<file path="config.mk">
export PLATFORM = sky130hd
export DESIGN_NAME = seg_scan_driver
export DESIGN_NICKNAME = d
export VERILOG_FILES = /design/src/rtl/seg_pkg.sv /design/src/rtl/seg7_lut.sv /design/src/rtl/seg_scan_driver.sv
export SDC_FILE = /design/constraint.sdc
export NUM_CORES = 1
export LEC_CHECK = 0
export CAP_MARGIN = 20
export CORE_MARGIN = 8
export CORE_UTILIZATION = 60
export CTS_CLUSTER_DIAMETER = 120
export DETAILED_ROUTE_END_ITERATION = 8
export PLACE_DENSITY = 0.94
export SLEW_MARGIN = 10
export SYNTH_ARGS = -nofsm -noshare
export SYNTH_HDL_FRONTEND = slang
export SYNTH_SLANG_ARGS = --single-unit
</file>
<file path="constraint.sdc">
create_clock -name clk -period 6.65 [get_ports clk]
set_clock_uncertainty 0.2 [all_clocks]
set_input_delay 1.33 -clock clk [delete_from_list [all_inputs] [get_ports clk]]
set_output_delay 1.33 -clock clk [all_outputs]
set_load 0.02 [all_outputs]
</file>
<file path="src/rtl/seg_pkg.sv">
// Shared segment constants for the multiplexed 7-segment scan driver.
// Codes are listed in {a,b,c,d,e,f,g} order, bit 6 = segment a.
package seg_pkg;

  localparam logic [6:0] SEG_0   = 7'b1111110;
  localparam logic [6:0] SEG_1   = 7'b0110000;
  localparam logic [6:0] SEG_2   = 7'b1101101;
  localparam logic [6:0] SEG_3   = 7'b1111001;
  localparam logic [6:0] SEG_4   = 7'b0110011;
  localparam logic [6:0] SEG_5   = 7'b1011011;
  localparam logic [6:0] SEG_6   = 7'b1011111;
  localparam logic [6:0] SEG_7   = 7'b1110000;
  localparam logic [6:0] SEG_8   = 7'b1111111;
  localparam logic [6:0] SEG_9   = 7'b1111011;
  localparam logic [6:0] SEG_A   = 7'b1110111;
  localparam logic [6:0] SEG_B   = 7'b0011111;
  localparam logic [6:0] SEG_C   = 7'b1001110;
  localparam logic [6:0] SEG_D   = 7'b0111101;
  localparam logic [6:0] SEG_E   = 7'b1001111;
  localparam logic [6:0] SEG_F   = 7'b1000111;
  localparam logic [6:0] SEG_OFF = 7'b0000000;

  localparam logic [7:0] SEG_BLANK = 8'b0;

  typedef enum logic {
    BLINK_ON  = 1'b0,
    BLINK_OFF = 1'b1
  } blink_phase_e;

endpackage

</file>
<file path="src/rtl/seg7_lut.sv">
// Combinational 4-bit code to 7-segment decoder.
// Codes 10..15 decode to A..F only when hex_en_i is set, otherwise blank.
module seg7_lut
  import seg_pkg::*;
(
  input  logic [3:0] code_i,
  input  logic       hex_en_i,
  output logic [6:0] seg_o
);

  always_comb begin
    seg_o = SEG_OFF;
    case (code_i)
      4'd0:  seg_o = SEG_0;
      4'd1:  seg_o = SEG_1;
      4'd2:  seg_o = SEG_2;
      4'd3:  seg_o = SEG_3;
      4'd4:  seg_o = SEG_4;
      4'd5:  seg_o = SEG_5;
      4'd6:  seg_o = SEG_6;
      4'd7:  seg_o = SEG_7;
      4'd8:  seg_o = SEG_8;
      4'd9:  seg_o = SEG_9;
      4'd10: seg_o = hex_en_i ? SEG_A : SEG_OFF;
      4'd11: seg_o = hex_en_i ? SEG_B : SEG_OFF;
      4'd12: seg_o = hex_en_i ? SEG_C : SEG_OFF;
      4'd13: seg_o = hex_en_i ? SEG_D : SEG_OFF;
      4'd14: seg_o = hex_en_i ? SEG_E : SEG_OFF;
      4'd15: seg_o = hex_en_i ? SEG_F : SEG_OFF;
      default: seg_o = SEG_OFF;
    endcase
  end

endmodule

</file>
<file path="src/rtl/seg_scan_driver.sv">
// Time-multiplexed 7-segment display driver with double-buffered data,
// leading-zero blanking, per-digit blink and an anti-ghost dead time per slot.
module seg_scan_driver
  import seg_pkg::*;
#(
  parameter int DIGITS       = 6,
  parameter int SCAN_DIV     = 1000,
  parameter int DEAD         = 2,
  parameter int BLINK_FRAMES = 50,
  parameter int HEX_EN       = 0
) (
  input  logic                  clk,
  input  logic                  rst_n,
  input  logic                  load,
  input  logic [4*DIGITS-1:0]   bcd,
  input  logic [DIGITS-1:0]     dots,
  input  logic                  lz_en,
  input  logic [DIGITS-1:0]     blink_mask,
  output logic [7:0]            seg_data,
  output logic [DIGITS-1:0]     digit_sel,
  output logic                  frame_start,
  output logic                  upd_ack
);

  localparam int CW = $clog2(SCAN_DIV);
  localparam int SW = $clog2(DIGITS);
  localparam int FW = $clog2(BLINK_FRAMES + 1);

  localparam logic [CW-1:0] CNT_LAST   = CW'(SCAN_DIV - 1);
  localparam logic [SW-1:0] SLOT_LAST  = SW'(DIGITS - 1);
  localparam logic [FW-1:0] BLINK_LAST = FW'(BLINK_FRAMES);
  localparam logic          HEX_ON     = (HEX_EN != 0);

  logic [CW-1:0]         cnt_q, cnt_d;
  logic [SW-1:0]         slot_q, slot_d;
  logic [FW-1:0]         frames_q, frames_d;
  blink_phase_e          blink_q, blink_d;
  logic [4*DIGITS-1:0]   actBcd_q, actBcd_d, pendBcd_q, pendBcd_d;
  logic [DIGITS-1:0]     actDots_q, actDots_d, pendDots_q, pendDots_d;
  logic                  pend_q, pend_d;
  logic [7:0]            seg_q, seg_d;
  logic [DIGITS-1:0]     sel_q, sel_d;
  logic                  fs_q, fs_d;
  logic                  ack_q, ack_d;

  logic                  frameEdge;
  logic                  inDead;
  logic [3:0]            curCode;
  logic                  curDot;
  logic                  curLz;
  logic                  curBlink;
  logic                  zeroRun;
  logic [6:0]            curSeg;

  // The counters name the position whose outputs are registered at this edge.
  assign frameEdge = (slot_q == '0) && (cnt_q == '0);

  generate
    if (DEAD == 0) begin : g_nodead
      assign inDead = 1'b0;
    end else begin : g_dead
      localparam logic [CW-1:0] DEAD_C = CW'(DEAD);
      assign inDead = (cnt_q < DEAD_C);
    end
  endgenerate

  always_comb begin
    cnt_d  = cnt_q + 1'b1;
    slot_d = slot_q;
    if (cnt_q == CNT_LAST) begin
      cnt_d  = '0;
      slot_d = (slot_q == SLOT_LAST) ? '0 : slot_q + 1'b1;
    end
  end

  // A load seen on the frame edge itself goes straight to the active buffer,
  // since the frame it starts is strictly after the cycle that carried it.
  always_comb begin
    actBcd_d   = actBcd_q;
    actDots_d  = actDots_q;
    pendBcd_d  = pendBcd_q;
    pendDots_d = pendDots_q;
    pend_d     = pend_q;
    ack_d      = 1'b0;
    if (frameEdge) begin
      if (load) begin
        actBcd_d  = bcd;
        actDots_d = dots;
        pend_d    = 1'b0;
        ack_d     = 1'b1;
      end else if (pend_q) begin
        actBcd_d  = pendBcd_q;
        actDots_d = pendDots_q;
        pend_d    = 1'b0;
        ack_d     = 1'b1;
      end
    end else if (load) begin
      pendBcd_d  = bcd;
      pendDots_d = dots;
      pend_d     = 1'b1;
    end
  end

  always_comb begin
    frames_d = frames_q;
    blink_d  = blink_q;
    if (frameEdge) begin
      if (frames_q == BLINK_LAST) begin
        frames_d = FW'(1);
        blink_d  = (blink_q == BLINK_ON) ? BLINK_OFF : BLINK_ON;
      end else begin
        frames_d = frames_q + 1'b1;
      end
    end
  end

  // Walk from the most significant digit down so zeroRun tracks "this and all above are 0".
  always_comb begin
    curCode  = 4'd0;
    curDot   = 1'b0;
    curLz    = 1'b0;
    curBlink = 1'b0;
    zeroRun  = 1'b1;
    for (int k = DIGITS - 1; k >= 0; k--) begin
      zeroRun = zeroRun && (actBcd_d[4*k +: 4] == 4'd0);
      if (slot_q == SW'(k)) begin
        curCode  = actBcd_d[4*k +: 4];
        curDot   = actDots_d[k];
        curLz    = lz_en && zeroRun && (k != 0);
        curBlink = blink_mask[k];
      end
    end
  end

  seg7_lut u_lut (
    .code_i   (curCode),
    .hex_en_i (HEX_ON),
    .seg_o    (curSeg)
  );

  always_comb begin
    sel_d = '0;
    seg_d = SEG_BLANK;
    fs_d  = frameEdge;
    if (!inDead) begin
      sel_d = {{(DIGITS-1){1'b0}}, 1'b1} << slot_q;
      if ((blink_d == BLINK_OFF) && curBlink) begin
        seg_d = SEG_BLANK;
      end else if (curLz) begin
        seg_d = {SEG_OFF, curDot};
      end else begin
        seg_d = {curSeg, curDot};
      end
    end
  end

  always_ff @(posedge clk) begin
    if (!rst_n) begin
      cnt_q      <= '0;
      slot_q     <= '0;
      frames_q   <= '0;
      blink_q    <= BLINK_ON;
      actBcd_q   <= '0;
      actDots_q  <= '0;
      pendBcd_q  <= '0;
      pendDots_q <= '0;
      pend_q     <= 1'b0;
      seg_q      <= '0;
      sel_q      <= '0;
      fs_q       <= 1'b0;
      ack_q      <= 1'b0;
    end else begin
      cnt_q      <= cnt_d;
      slot_q     <= slot_d;
      frames_q   <= frames_d;
      blink_q    <= blink_d;
      actBcd_q   <= actBcd_d;
      actDots_q  <= actDots_d;
      pendBcd_q  <= pendBcd_d;
      pendDots_q <= pendDots_d;
      pend_q     <= pend_d;
      seg_q      <= seg_d;
      sel_q      <= sel_d;
      fs_q       <= fs_d;
      ack_q      <= ack_d;
    end
  end

  assign seg_data    = seg_q;
  assign digit_sel   = sel_q;
  assign frame_start = fs_q;
  assign upd_ack     = ack_q;

endmodule

</file>
# After elaboration in Yosys (flattened, before gate mapping)
# Index checks and enable logic that the tools add are counted.
# Widths: inputs -> output; s select.
# totals
ff_bits	97
in_bits	40
out_inout_bits	16
elab_cells	108
# op_classes
addsub	3
n_lt_le_gt_ge	1
eq_ne	22
shifts	1
n_mux	38
bitwise_logic	2
reduce_logical	27
# ops
operator	n
$pmux 7 s11	1
$mux 24	3
$eq 4x4->1 const B	8
$logic_not 4->1	6
$mux 4	6
$mux 6	4
$mux 1	23
$eq 4x3->1 const B	4
$logic_and 1x1->1	11
$add 10x1->10 const B	1
$eq 10x10->1 const B	1
$logic_not 10->1	1
$lt 10x2->1 const B	1
$eq 4x2->1 const B	2
$add 6x1->6 const B	1
$eq 3x2->1 const B	2
$eq 3x3->1 const B	2
$eq 6x6->1 const B	1
$reduce_or 2->1	3
$reduce_or 6->1	1
$shl 1x3->6 const A	1
$eq 4x1->1 const B	1
$reduce_and 2->1	2
$reduce_or 4->1	1
6 further kinds	7

# Logic depth before layout (Yosys ltp)
# Gate-level depths: netlist of the first run.
# depth
word_depth	12
depth_mapped	14

# By module
# From an unflattened synthesis of the first run, not the netlist that was laid out.
# hier_totals
hier_cells	694
hier_area_um2	5492.8
# modules_own_cells
mod	instances	cells_each	area_each_um2
seg_scan_driver	1	652	5206.2
seg7_lut	1	42	286.5

# Worst setup path before layout of the first run
# Ideal clock, no wire load.
# synth_timing
kind	input-to-reg
start	input port load
end	register seg_q[2] (netlist: seg_data[2])
setup_time_ns	0.103
t_arrival_ns	3.319
required_ns	6.347
setup_slack_ns	3.027
stages	9
path_cell_list	clkbuf_1 clkbuf_1 nor3_1 a221oi_1 a21oi_1 a31oi_1 and2_2 o21ai_2 a2111oi_2
# synth_via
elab_chain_cells	11
word_cells_on_any_way	47
cone_classes	eq/ne (15); mux (15); reduce/logical (17)
# synth_lines
element	line	rtl
start, declared	seg_scan_driver.sv:14	input logic load,
$mux 24 *	seg_scan_driver.sv:86	if (load) begin
$mux 24 *	seg_scan_driver.sv:85	if (frameEdge) begin
$mux 4 or $logic_not 4->1 (tied branches)	seg_scan_driver.sv:126, seg_scan_driver.sv:125	
$mux 4 (tied with other cells) (5 in series)	seg_scan_driver.sv:126	if (slot_q == SW'(k)) begin
$eq 4x4->1 or $mux 1 (tied branches)	seg7_lut.sv:13, seg_scan_driver.sv:126	
$reduce_or 6->1 (no line) or $mux 1 (tied branches)	n/a	
$pmux 7 s11 or $reduce_or 4->1 (tied branches)	n/a	
end signal, assigned	seg_scan_driver.sv:182	seg_q <= seg_d;
end, declared	seg_scan_driver.sv:41	logic [7:0] seg_q, seg_d;
# Every way passes the cells marked *; elsewhere a longest branch is shown, timed or not.
# A chain may end at the register's enable or synchronous reset.

# Worst setup path in the final report of the first run
# layout_timing
start	input port load
end	register seg_q[1] (netlist: seg_data[1])
# Same word-level chain as after synthesis.

==> reports/results.tsv, run 1 <==
metric	value	unit
grt_pass1_vias	4945	
cts_hold_buffers	0	
finalCritPeriodShare	0.6767	
clock_latency	0.37	ns
rsz0062_at_grt	false	
yosysUniqueCellTypes	80	
finalSetupViolCount	0	
wl_per_cell	20.18	um
wl	15720	um
fillerInstances	686	
final_area	5942	um2
die_x	108.9	um
grt_usage	0.2692	
cts.path.max_buffers	2	
postSynth.asyncResetShare	0	
fin_crit	4.500	ns
seqCellArea	1942	um2
maxSlewHeadroom	0.3224	
postCtsSetupBuffers	0	
drtIter0Drc	455	
drtPass1Iterations	5	
slew_viol_final	0	
utilization	0.6949	
cts_max_level	3	
start_kind	input pin	
root_buffer	clkbuf_8	
max-vdd-ir-drop	139.1	uV
maxCapViolCount	0	
num_antenna_cells	0	
coreArea	8551	um2
viasPerCell	6.742	
die_y	108.9	um
status	finished, final reports clean	
portBuffers	55	
critical_path_arrival	4.55	ns
synth_area	5181	um2
dpl-instance-area	5702	um2
layout_commonest_cell	dfxtp_1	
syn-num-nets	681	
critPathKind	in -> reg	
avgSynthCellArea	8.147	um2
ys_ff_latch	97	
antenna_left	0	
post-route-drc-count	0	
synth_edf_count	0	
initial_core_util	0.6059	
cts_tree	built	
hold_viol_final	0	
syn_inst	636	
clkTransAtPathRegs	0.09	ns
die_area	11860	um2
crit_path_max_fanout	22	
worst_pin_slew	1.015	ns
crit_required	6.70	ns
ys_seq_area_frac	0.3748	
placementRows	34	
ctsResizeCount	0	
cts_buffers	9	
drive_above_1_share	0.09389	
final_cell_mix	dfxtp_1, nand2_1, nor2_1, a21oi_1, clkdlybuf4s50_1	
areaGrowthSynthToFinish	14.68	%
power.density	239.1	nW/um2
grt-ovfl-total	0	
fin_nets	711	
power.total	1.420	mW
antenna_found_initial	0	
crit_path_end_kind	register	
dp_hpwl	11220	um
fmax	222.2	MHz
yosys_warnings	0	
synth_flop_cell	dfxtp_1	
grt_max_degree	46	
cts_sinks	97	
grt_pass1_wl	25460	um
gp_congestion	1.017	
leakage	2.133	nW
tns	0	ns
multiInputGateArea	2977	um2
pin_count	56	
vias	5252	
worstHoldPathType	reg -> reg	
critical path, cell delays in order:
cell and delay (ns):
clkdlybuf4s50_1 0.68, inv_1 0.08, buf_4 0.24, nor4_4 0.84
a221oi_1 0.24, nor3_1 0.25, o221a_2 0.27, or2_1 0.23
nor3_1 0.10, a2111oi_2 0.28
kinds of logic (layout without fill, tap and decap cells):
| group | count (synthesis) | count (layout) | synth area share |
|---|---|---|---|
| muxes | 1 | 1 | 0.001932 |
| and+or+nand+nor | 272 | 272 | 0.2738 |
| AOI/OAI and AO/OA | 195 | 195 | 0.2693 |
| xor gates and xnor gates | 10 | 10 | 0.01690 |
| DFF | 97 | 97 | 0.3748 |
| buffers and inverters | 56 | 91 | 0.05119 |
| adders and majority gates | 5 | 5 | 0.01207 |
state kept, by name (all words and copies together), names as in the netlist:
name / count
actBcd_q: 24
actDots_q: 6
blink_q: 1
cnt_q: 10
digit_sel: 6
frame_start: 1
frames_q: 6
pendBcd_q: 24
pendDots_q: 6
pend_q: 1
seg_data: 8
slot_q: 3
upd_ack: 1
synth_stat cells, drive strengths merged, types with 5 or more instances:
cell type,n,area share
nand4,8,0.0097
o21ai,17,0.018
o22ai,25,0.031
o211ai,7,0.011
inv,11,0.0080
or3,6,0.0072
nand3,13,0.015
dfxtp,97,0.37
nand2,93,0.069
or2,7,0.0085
a221oi,5,0.0097
and2,16,0.020
a21oi,64,0.063
a31oi,6,0.0085
a22oi,15,0.025
ha,5,0.012
buf,15,0.021
a22o,6,0.010
nand3b,6,0.0087
o31ai,7,0.013
xor2,5,0.0085
nor4,12,0.023
nor2,66,0.048
clkbuf,29,0.021
nor3,18,0.020
xnor2,5,0.0085
metrics by stage:
step | cells | hold WS (ns) | worst slack (ns)
floorplan | 636 | 0.2258 | 3.028
global placement | 762 | 0.2441 | 2.018
detailed placement | 762 | 0.2485 | 1.892
CTS | 778 | 0.2624 | 2.246
global route | 779 | 0.2783 | 1.901
finish | 779 | 0.2614 | 2.150
where the power goes:
part / internal (mW) / total [mW] / leakage [nW] / switching [mW]
clock: 0.197 / 0.411 / 0.110 / 0.214
combinational: 0.144 / 0.357 / 1.23 / 0.213
sequential: 0.623 / 0.653 / 0.793 / 0.0303
layer usage:
| metal | wire [um] | part of all wire | vias to the layer above | global-route usage |
|---|---|---|---|---|
| li1 | - | - | 2391 | - |
| met1 | 6293 | 0.40 | 2517 | 0.3389 |
| met2 | 7709 | 0.49 | 293 | 0.4554 |
| met3 | 1255 | 0.080 | 51 | 0.03664 |
| met4 | 459 | 0.029 | 0 | 0.1056 |
| met5 | 0 | 0 | - | 0 |
final timing paths:
path,slack (ns),to,start,cells after the start
max,2.15,seg_data[1]$_SDFF_PP0_,load,10
min,0.26,pendBcd_q[20]$_SDFFE_PN0P_,pendBcd_q[20]$_SDFFE_PN0P_,2
max reg2reg,2.45,seg_data[4]$_SDFF_PP0_,slot_q[0]$_SDFFE_PN0P_,9
min reg2reg,0.26,pendBcd_q[20]$_SDFFE_PN0P_,pendBcd_q[20]$_SDFFE_PN0P_,2
cell type report:
cell class                      instances  share of cell area
Multi-Input combinational cell        483              0.5009
Sequential cell                        97              0.3268
Timing Repair Buffer                   63              0.1061
Clock buffer                           11             0.02548
Tap cell                              108             0.02274
Clock inverter                          5             0.01032
Inverter                               12            0.007581
No activity file was read; power rests on OpenSTA's default activity.
==> run 2, diff against run 1 <==
- CORE_UTILIZATION: 60 -> 51
- PLACE_DENSITY: 0.94 -> 0.86
- clock period: 6.65 -> 4.1 ns (I/O delays scaled with it)
==> reports/results.tsv, run 2 (synthesized netlist as in run 1, its figures left out) <==
metric	value	unit
status	finished, final reports clean	
cts_buffers	9	
cts_tree	built	
drtPass1Iterations	6	
rsz0062_at_grt	false	
die_area	13640	um2
multiInputGateArea	2977	um2
worst_slack	0.5987	ns
grt-ovfl-total	0	
fin_crit	3.501	ns
wl_per_cell	19.49	um
num_antenna_cells	0	
max-vdd-ir-drop	241.4	uV
initial_core_util	0.5277	
slew_viol_final	0	
coreArea	9819	um2
maxCapViolCount	0	
finalSetupViolCount	0	
wl	15920	um
final_cell_mix	dfxtp_1, nand2_1, nor2_1, a21oi_1, clkdlybuf4s50_1	
die_y	116.8	um
top_regs	actBcd_q (24), pendBcd_q (24), cnt_q (10)	
finalCritPeriodShare	0.8540	
critPathKind	reg -> reg	
crit_path_end_kind	register	
power.density	378.7	nW/um2
power.total	2.293	mW
seqCellArea	1942	um2
dp_slack	0.3235	ns
critical_path_arrival	3.59	ns
post-route-drc-count	0	
viasPerCell	6.316	
antenna_left	0	
gp_congestion	0.9854	
root_buffer	clkbuf_8	
fin_nets	724	
fmax	285.6	MHz
power_frac_clock	0.280	
power.share.combinational	0.257	
p_seq_frac	0.463	
p_sw_frac	0.3240	
cts_hold_buffers	0	
drtIter0Drc	479	
vias	5160	
worstHoldPathType	reg -> reg	
pin_count	56	
p_int	1.550	mW
tns	0	ns
cts_sinks	97	
crit_required	4.19	ns
switchingPower	0.7430	mW
leakage	2.180	nW
placementRows	36	
cts_max_level	3	
areaGrowthSynthToFinish	16.86	%
dp_hpwl	11440	um
ctsResizeCount	0	
clkTransAtPathRegs	0.09	ns
die_x	116.8	um
cts.path.max_buffers	2	
fillerInstances	873	
portBuffers	55	
start_kind	register	
grt_pass1_wl	25620	um
maxSlewHeadroom	0.5009	
worst_pin_slew	0.7437	ns
rrSetupSlack	0.60	ns
grt_usage	0.2390	
utilization	0.6166	
postCtsSetupBuffers	0	
crit_path_max_fanout	24	
grt_pass1_vias	5040	
antenna_found_initial	0	
hold_viol_final	0	
drive_above_1_share	0.1096	
grt_max_degree	45	
layout_commonest_cell	dfxtp_1	
clock_latency	0.39	ns
==> run 2: cell types whose count changed in the layout (fill, tap and decap cells not counted) <==
cell	previous run	this run
buf_16	1	0
clkinv_4	2	0
buf_4	7	19
clkinvlp_4	0	2
clkbuf_1	0	1
clkbuf_8	11	10
buf_8	0	1
inv_6	1	0
clkinv_2	1	2
buf_12	0	1
==> run 2: final cells by class <==
cell class,count,area share
timing repair buffer,76,0.1203
inverter,12,0.007440
sequential,97,0.3207
clock inverter,5,0.009093
clock buffer,11,0.02335
tap,133,0.02749
multi-input combinational,483,0.4916
==> run 2: final timing paths <==
| kind | depth (start not counted) | to | startpoint |
|---|---|---|---|
| setup reg to reg | 9 | seg_data[1]$_SDFF_PP0_ | slot_q[1]$_SDFFE_PN0P_ |
| setup / recovery | 9 | seg_data[1]$_SDFF_PP0_ | slot_q[1]$_SDFFE_PN0P_ |
| hold / removal | 2 | pendDots_q[2]$_SDFFE_PN0P_ | pendDots_q[2]$_SDFFE_PN0P_ |
| hold reg to reg | 2 | pendDots_q[2]$_SDFFE_PN0P_ | pendDots_q[2]$_SDFFE_PN0P_ |
==> run 2: critical path: stages, from the launching register on <==
cell       delay [ns]
dfxtp_1          0.47
or4b_1           0.64
nor3_4           0.42
buf_4            0.39
nand2_4          0.13
o22ai_1          0.13
a21o_1           0.25
o221a_2          0.33
a21oi_2          0.07
a2111oi_2        0.36
==> run 2: per-layer routing <==
| layer | track usage | routed length (um) | vias to the layer above | share of wire |
|---|---|---|---|---|
| met5 | 0 | 0 | - | 0 |
| met4 | 0.1109 | 509 | 0 | 0.032 |
| met3 | 0.04361 | 1245 | 56 | 0.078 |
| met2 | 0.4018 | 7603 | 265 | 0.48 |
| met1 | 0.2907 | 6562 | 2422 | 0.41 |
| li1 | - | - | 2417 | - |
==> run 2: power groups by stage <==
stage / clock network [mW] / registers (mW) / logic, mW
after floorplan: 0 / 1.08 / 0.389
after global placement: 0 / 1.08 / 0.554
after detailed placement: 0 / 1.08 / 0.575
after CTS: 0.645 / 1.06 / 0.578
after global routing: 0.681 / 1.07 / 0.635
final: 0.643 / 1.06 / 0.589
==> run 2: per-stage QoR <==
step,instances,hold slack (ns),instance area (um2)
CTS,817,0.2623,6055
global placement,800,0.2426,5843
detailed placement,801,0.2498,5858
global route,817,0.2780,6055
finish,817,0.2595,6055
floorplan,636,0.2258,5181
==> edit 1: new RTL, config.mk and constraints of run 2 <==
The parameter `HEX_EN` goes from 0 to 1.
--- a/src/rtl/seg_scan_driver.sv
+++ b/src/rtl/seg_scan_driver.sv
@@ -8,5 +8,5 @@
   parameter int DEAD         = 2,
   parameter int BLINK_FRAMES = 50,
-  parameter int HEX_EN       = 0
+  parameter int HEX_EN       = 1
 ) (
   input  logic                  clk,
Formal check against the unedited RTL: not equivalent (Yosys sat finds a counterexample within 4 cycles, from zero or initial values and one cycle with rst_n low).
==> edit 1 against run 2 <==
  * Fmax fell by 6.8%
  * Area after synthesis fell by 11%
  * Total power grew 2.9%
  * Wire length fell by 15%
  * Sequential cell count is the same
  * Via count shrank 8.7%
  * Worst setup slack got worse by 0.26 ns
  * Cell area fell by 7.7%
  * Highest routed layer unchanged
==> edit 1: results <==
group,metric,value,unit
detailed_routing,routed_metal_1_wire_length,5.66,mm
setup_path,crit_path_launch,"cnt_q[0]",
grt,first_global_vias,4454,
layout,fillers,741,
grt,grtUsageMet1,0.271,
synthesis,synth_area_leaders,"sky130_fd_sc_hd__dfxtp_1 (42%), sky130_fd_sc_hd__nand2_1 (7.8%), sky130_fd_sc_hd__a21oi_1 (5.4%), sky130_fd_sc_hd__nor2_1 (5.3%), sky130_fd_sc_hd__o22ai_1 (4.9%)",
detailed_routing,dr.max_layer_used,"met4",
placed_design,place_congestion,0.933,
layout,layout.cell_area.non_filler,5590,um2
grt,groute.layer.met3.usage,0.0301,
setup_path,cpLargestDelayFamily,"compound AO/OA/AOI/OAI gates",
placed_design,place_ws,0.229,ns
layout,instances_no_fill,746,
detailed_routing,wl_met2,6.40,mm
synthesis,syn-num-nets,631,
layout,multi_input_area,2500,um2
status,run_status,"finished clean",
sta,finalHoldWorstSlack,0.261,ns
floorplanning,die_area,12400,um2
synthesis,netlist_top_cells_count,"sky130_fd_sc_hd__dfxtp_1 (97), sky130_fd_sc_hd__nand2_1 (96), sky130_fd_sc_hd__nor2_1 (66)",
detailed_routing,dr_wl_met3,1.22,mm
layout,n_all_inverters,13,
layout,ff_latch_area,1940,um2
sta,worst_slew_pin_slew,0.991,ns
grt,first_pass_grt_wire_length,22.4,mm
detailed_routing,drt-vias-per-instance,6.32,
worst_hold_path,hold_start,"pendBcd_q[8]",
layout,multi_input_gates,437,
detailed_routing,drt_first_pass_iters,7,
placed_design,final_hpwl_dp,9.62,mm
setup_path,critical_path_arrival,3.80,ns
cts,source_to_sink_clock_delay_at_the_later_pin_of_the_worst_skew_pair,0.37,ns
layout,nClkBuffers,12,
layout,layout.clock.cell_area_share,0.0455,
layout,net_total_in_the_final_layout,678,
synthesis,yosysSeqAreaShare,0.419,
grt,grt_util_met2,0.347,
placed_design,post-place-cells,729,
placed_design,placement.cell_area,5320,um2
setup_path,timing.critical_path.slowest_stage_cell,"sky130_fd_sc_hd__or4b_1",
placed_design,port_buffers,55,
grt,grt_start_max_net_pins,31,
setup_path,critPathMaxFanout,27,
sta,final_period_minus_worst_setup_slack,3.76,ns
power_and_ir_drop,cellLeakagePower,2.08,nW
detailed_routing,drt-initial-drc-count,490,
detailed_routing,finalWirelength,13.6,mm
grt,gr-usage-all-layers,0.213,
layout,largest_registers,"actBcd_q (24), pendBcd_q (24), cnt_q (10)",
layout,signal_buffers,75,
synthesis,synthDistinctLibCells,58,
layout,area_share_nonclk_buffers,0.127,
power_and_ir_drop,vdd_drop_max,253,uV
[edit 1: cell types whose count changed in the layout (fill, tap and decap cells not counted), moves of 4 or more]
cell,delta
sky130_fd_sc_hd__a2bb2oi_1,-4
sky130_fd_sc_hd__o31ai_1,-4
sky130_fd_sc_hd__a22oi_1,-7
sky130_fd_sc_hd__or3_1,-5
sky130_fd_sc_hd__a22o_1,-5
sky130_fd_sc_hd__nor4_1,-4
sky130_fd_sc_hd__a21oi_1,-13
sky130_fd_sc_hd__nand4_1,-5
sky130_fd_sc_hd__nand2_1,+4
sky130_fd_sc_hd__nor3_1,+9
sky130_fd_sc_hd__o32ai_1,+10
sky130_fd_sc_hd__o22ai_1,+12
sky130_fd_sc_hd__and2_1,-5
[edit 1: logic make-up (layout without fill, tap and decap cells)]
kind of cell	count (synthesis)	after routing	share of synthesized area
adders and majority gates	5	5	0.0135
AOI/OAI and AO/OA	160	160	0.229
buffers and inverters	52	104	0.0434
DFF	97	97	0.419
xor gates and xnor gates	14	14	0.0264
muxes	4	4	0.00917
and+or+nand+nor	254	254	0.260
[edit 1: final timing paths]
kind / end / depth (start not counted)
worst min-delay path: pendBcd_q[8] / 2
worst max register to register: seg_data[2] / 12
worst max-delay path: seg_data[2] / 12
worst min register to register: pendBcd_q[8] / 2
[edit 1: power by group]
group	switching [W]	total, W	leakage, nW	internal (W)
clock network	0.000334	0.000774	0.127	0.000440
logic	0.000314	0.000528	1.16	0.000214
registers	0.0000447	0.00106	0.793	0.00101
total	0.000693	0.00236	2.08	0.00167
[edit 1: timing repair]
action | in CTS | in global routing
buffers inserted | 0 | 0
resized for setup | 0 | 1
setup endpoints to repair | 0 | 3
hold endpoints to repair | 0 | 0
==> edit 2: new RTL, config.mk and constraints of run 2 <==
Made on the original files. Reset style: asynchronous (`rst_n`), changed in one clocked block.
--- a/src/rtl/seg_scan_driver.sv
+++ b/src/rtl/seg_scan_driver.sv
@@ -155,5 +155,5 @@
   end
 
-  always_ff @(posedge clk) begin
+  always_ff @(posedge clk or negedge rst_n) begin
     if (!rst_n) begin
       cnt_q      <= '0;
Formal check against the unedited RTL: differs if rst_n is asserted again (counterexample within 4 cycles, from zero or initial values and one cycle with rst_n low); with rst_n held inactive, the same outputs for 10 cycles.
==> edit 2 against run 2 <==
  * Cell area is 2.7% higher
  * Area after synthesis is 2.7% higher
  * Largest power group unchanged
  * Cell count is 11% lower
  * Via count is 8.7% lower
  * Non-clock buffer count stayed put
  * Die area is 2.3% higher
  * Critical path type unchanged
  * Total power is 12% lower
  * Worst setup slack worse by 0.36 ns
  * Fmax is 9.4% lower
  * Sequential cell count stayed put
  * First-iteration DRC count is 31% higher
  * Largest cell class unchanged
  * Wire length is 8.6% lower
==> edit 2: results <==
group,metric,value,unit
grt,first_pass_grt_wire_length,23.9,mm
cts,numCtsBuffers,9,
detailed_routing,drt-initial-drc-count,627,
grt,grt_start_max_net_pins,60,
cts,post_cts.repair.setup_buffers,0,
synthesis,yosys_warnings,0,
cts,cts.htree.levels,3,
synthesis,synth_flop_cell,"sky130_fd_sc_hd__dfrtp_1",
synthesis,number_of_instances_in_the_synthesized_netlist,539,
grt,gr-usage-all-layers,0.206,
cts,cts_resized,0,
cts,path_clk_slew,0.09,ns
cts,cts.path.max_buffers,2,
placed_design,place_congestion,0.910,
placed_design,post-place-cells,715,
setup_path,cpLargestDelayFamily,"compound AO/OA/AOI/OAI gates",
cts,cts.root.buffer_cell,"sky130_fd_sc_hd__clkbuf_8",
synthesis,yosysSeqAreaShare,0.456,
grt,first_global_vias,4773,
worst_hold_path,worstHoldPathType,"reg2reg",
layout,fillers,826,
layout,instances_no_fill,730,
status,run_status,"finished clean",
setup_path,critPathMaxFanout,8,
synthesis,syn-num-nets,584,
detailed_routing,drt_first_pass_iters,6,
layout,fraction_of_layout_instances_using_a_drive_strength_above_1,0.138,
detailed_routing,routed-via-count,4712,
layout,n_antenna_cell,0,
setup_path,critical_path_arrival,3.89,ns
setup_path,cp_slowest_stage_delay,0.73,ns
setup_path,timing.critical_path.slowest_stage_cell,"sky130_fd_sc_hd__o32ai_1",
layout,net_total_in_the_final_layout,635,
power_and_ir_drop,vdd_drop_max,172,uV
layout,largest_registers,"actBcd_q (24), pendBcd_q (24), cnt_q (10)",
cts,source_to_sink_clock_delay_at_the_later_pin_of_the_worst_skew_pair,0.36,ns
placed_design,final_hpwl_dp,10.4,mm
grt,antenna_violations_before_repair,0,
synthesis,synth_area_leaders,"sky130_fd_sc_hd__dfrtp_1 (46%), sky130_fd_sc_hd__mux2_2 (7.2%), sky130_fd_sc_hd__nor2_1 (4.0%), sky130_fd_sc_hd__a21oi_1 (2.5%), sky130_fd_sc_hd__o21ai_0 (2.5%)",
detailed_routing,routed_wire_length_per_instance,19.9,um
placed_design,place_ws,0.147,ns
synthesis,synth-async-reset-ratio,1.00,
sta,max_slew_margin_vs_limit,0.454,
placed_design,port_buffers,55,
synthesis,synthDistinctLibCells,76,
power_and_ir_drop,cellLeakagePower,2.60,nW
synthesis,netlist_top_cells_count,"sky130_fd_sc_hd__dfrtp_1 (97), sky130_fd_sc_hd__nor2_1 (57), sky130_fd_sc_hd__mux2_2 (34)",
[edit 2: cell types whose count changed in the layout (fill, tap and decap cells not counted), sizes merged, moves of 11 or more]
cell   change
a21oi     -37
a22oi     -11
and2      -13
dfrtp     +97
dfxtp     -97
mux2      +34
nand2     -63
o21ai     +11
[edit 2: layout make-up]
cell class | instances | area (um2) | area share
Tap cell | 136 | 170 | 0.0274
Inverter | 20 | 75.1 | 0.0121
Clock inverter | 3 | 40.0 | 0.00644
Sequential cell | 97 | 2430 | 0.390
Multi-Input combinational cell | 386 | 2640 | 0.425
Clock buffer | 12 | 155 | 0.0250
Timing Repair Buffer | 76 | 706 | 0.114
[edit 2: cell families after synthesis]
kind of cell / count (synthesis) / share of synthesized area
AOI/OAI and AO/OA: 163 / 0.222
adders and majority gates: 5 / 0.0118
and+or+nand+nor: 172 / 0.171
DFF: 97 / 0.456
muxes: 36 / 0.0757
xor gates and xnor gates: 10 / 0.0165
buffers and inverters: 56 / 0.0468
[edit 2: path summary, 6_finish.rpt]
check                       startpoint             to  slack (ns)  depth (start not counted)
setup / recovery              cnt_q[1]    seg_data[3]        0.24                         12
hold / removal             frames_q[5]    frames_q[5]        0.29                          1
setup reg to reg              cnt_q[1]    seg_data[3]        0.24                         12
hold reg to reg            frames_q[5]    frames_q[5]        0.29                          1
max in group asynchronous        rst_n   pendBcd_q[3]        2.57                          2
min in group asynchronous        rst_n  pendBcd_q[17]        0.32                          1
[edit 2: stage by stage]
step	cell area (um2)	total power [W]	hold slack (ns)
floorplan	5320	0.00126	0.251
global placement	6020	0.00139	0.268
detailed placement	6020	0.00140	0.281
CTS	6220	0.00203	0.293
global route	6220	0.00210	0.321
finish	6220	0.00202	0.289
[edit 2: per-layer routing]
layer | track usage | up-vias | part of all wire
li1 | - | 2122 | -
met5 | 0 | - | 0
met1 | 0.260 | 2298 | 0.42
met2 | 0.331 | 248 | 0.47
met4 | 0.0745 | 0 | 0.024
met3 | 0.0595 | 44 | 0.083
[edit 2: report_power, final]
group | total [W] | leakage, nW | switching, W | internal (W)
clock | 0.000635 | 0.102 | 0.000324 | 0.000311
sequential | 0.00108 | 1.19 | 0.0000508 | 0.00103
combinational | 0.000309 | 1.31 | 0.000153 | 0.000156
total | 0.00202 | 2.60 | 0.000528 | 0.00150
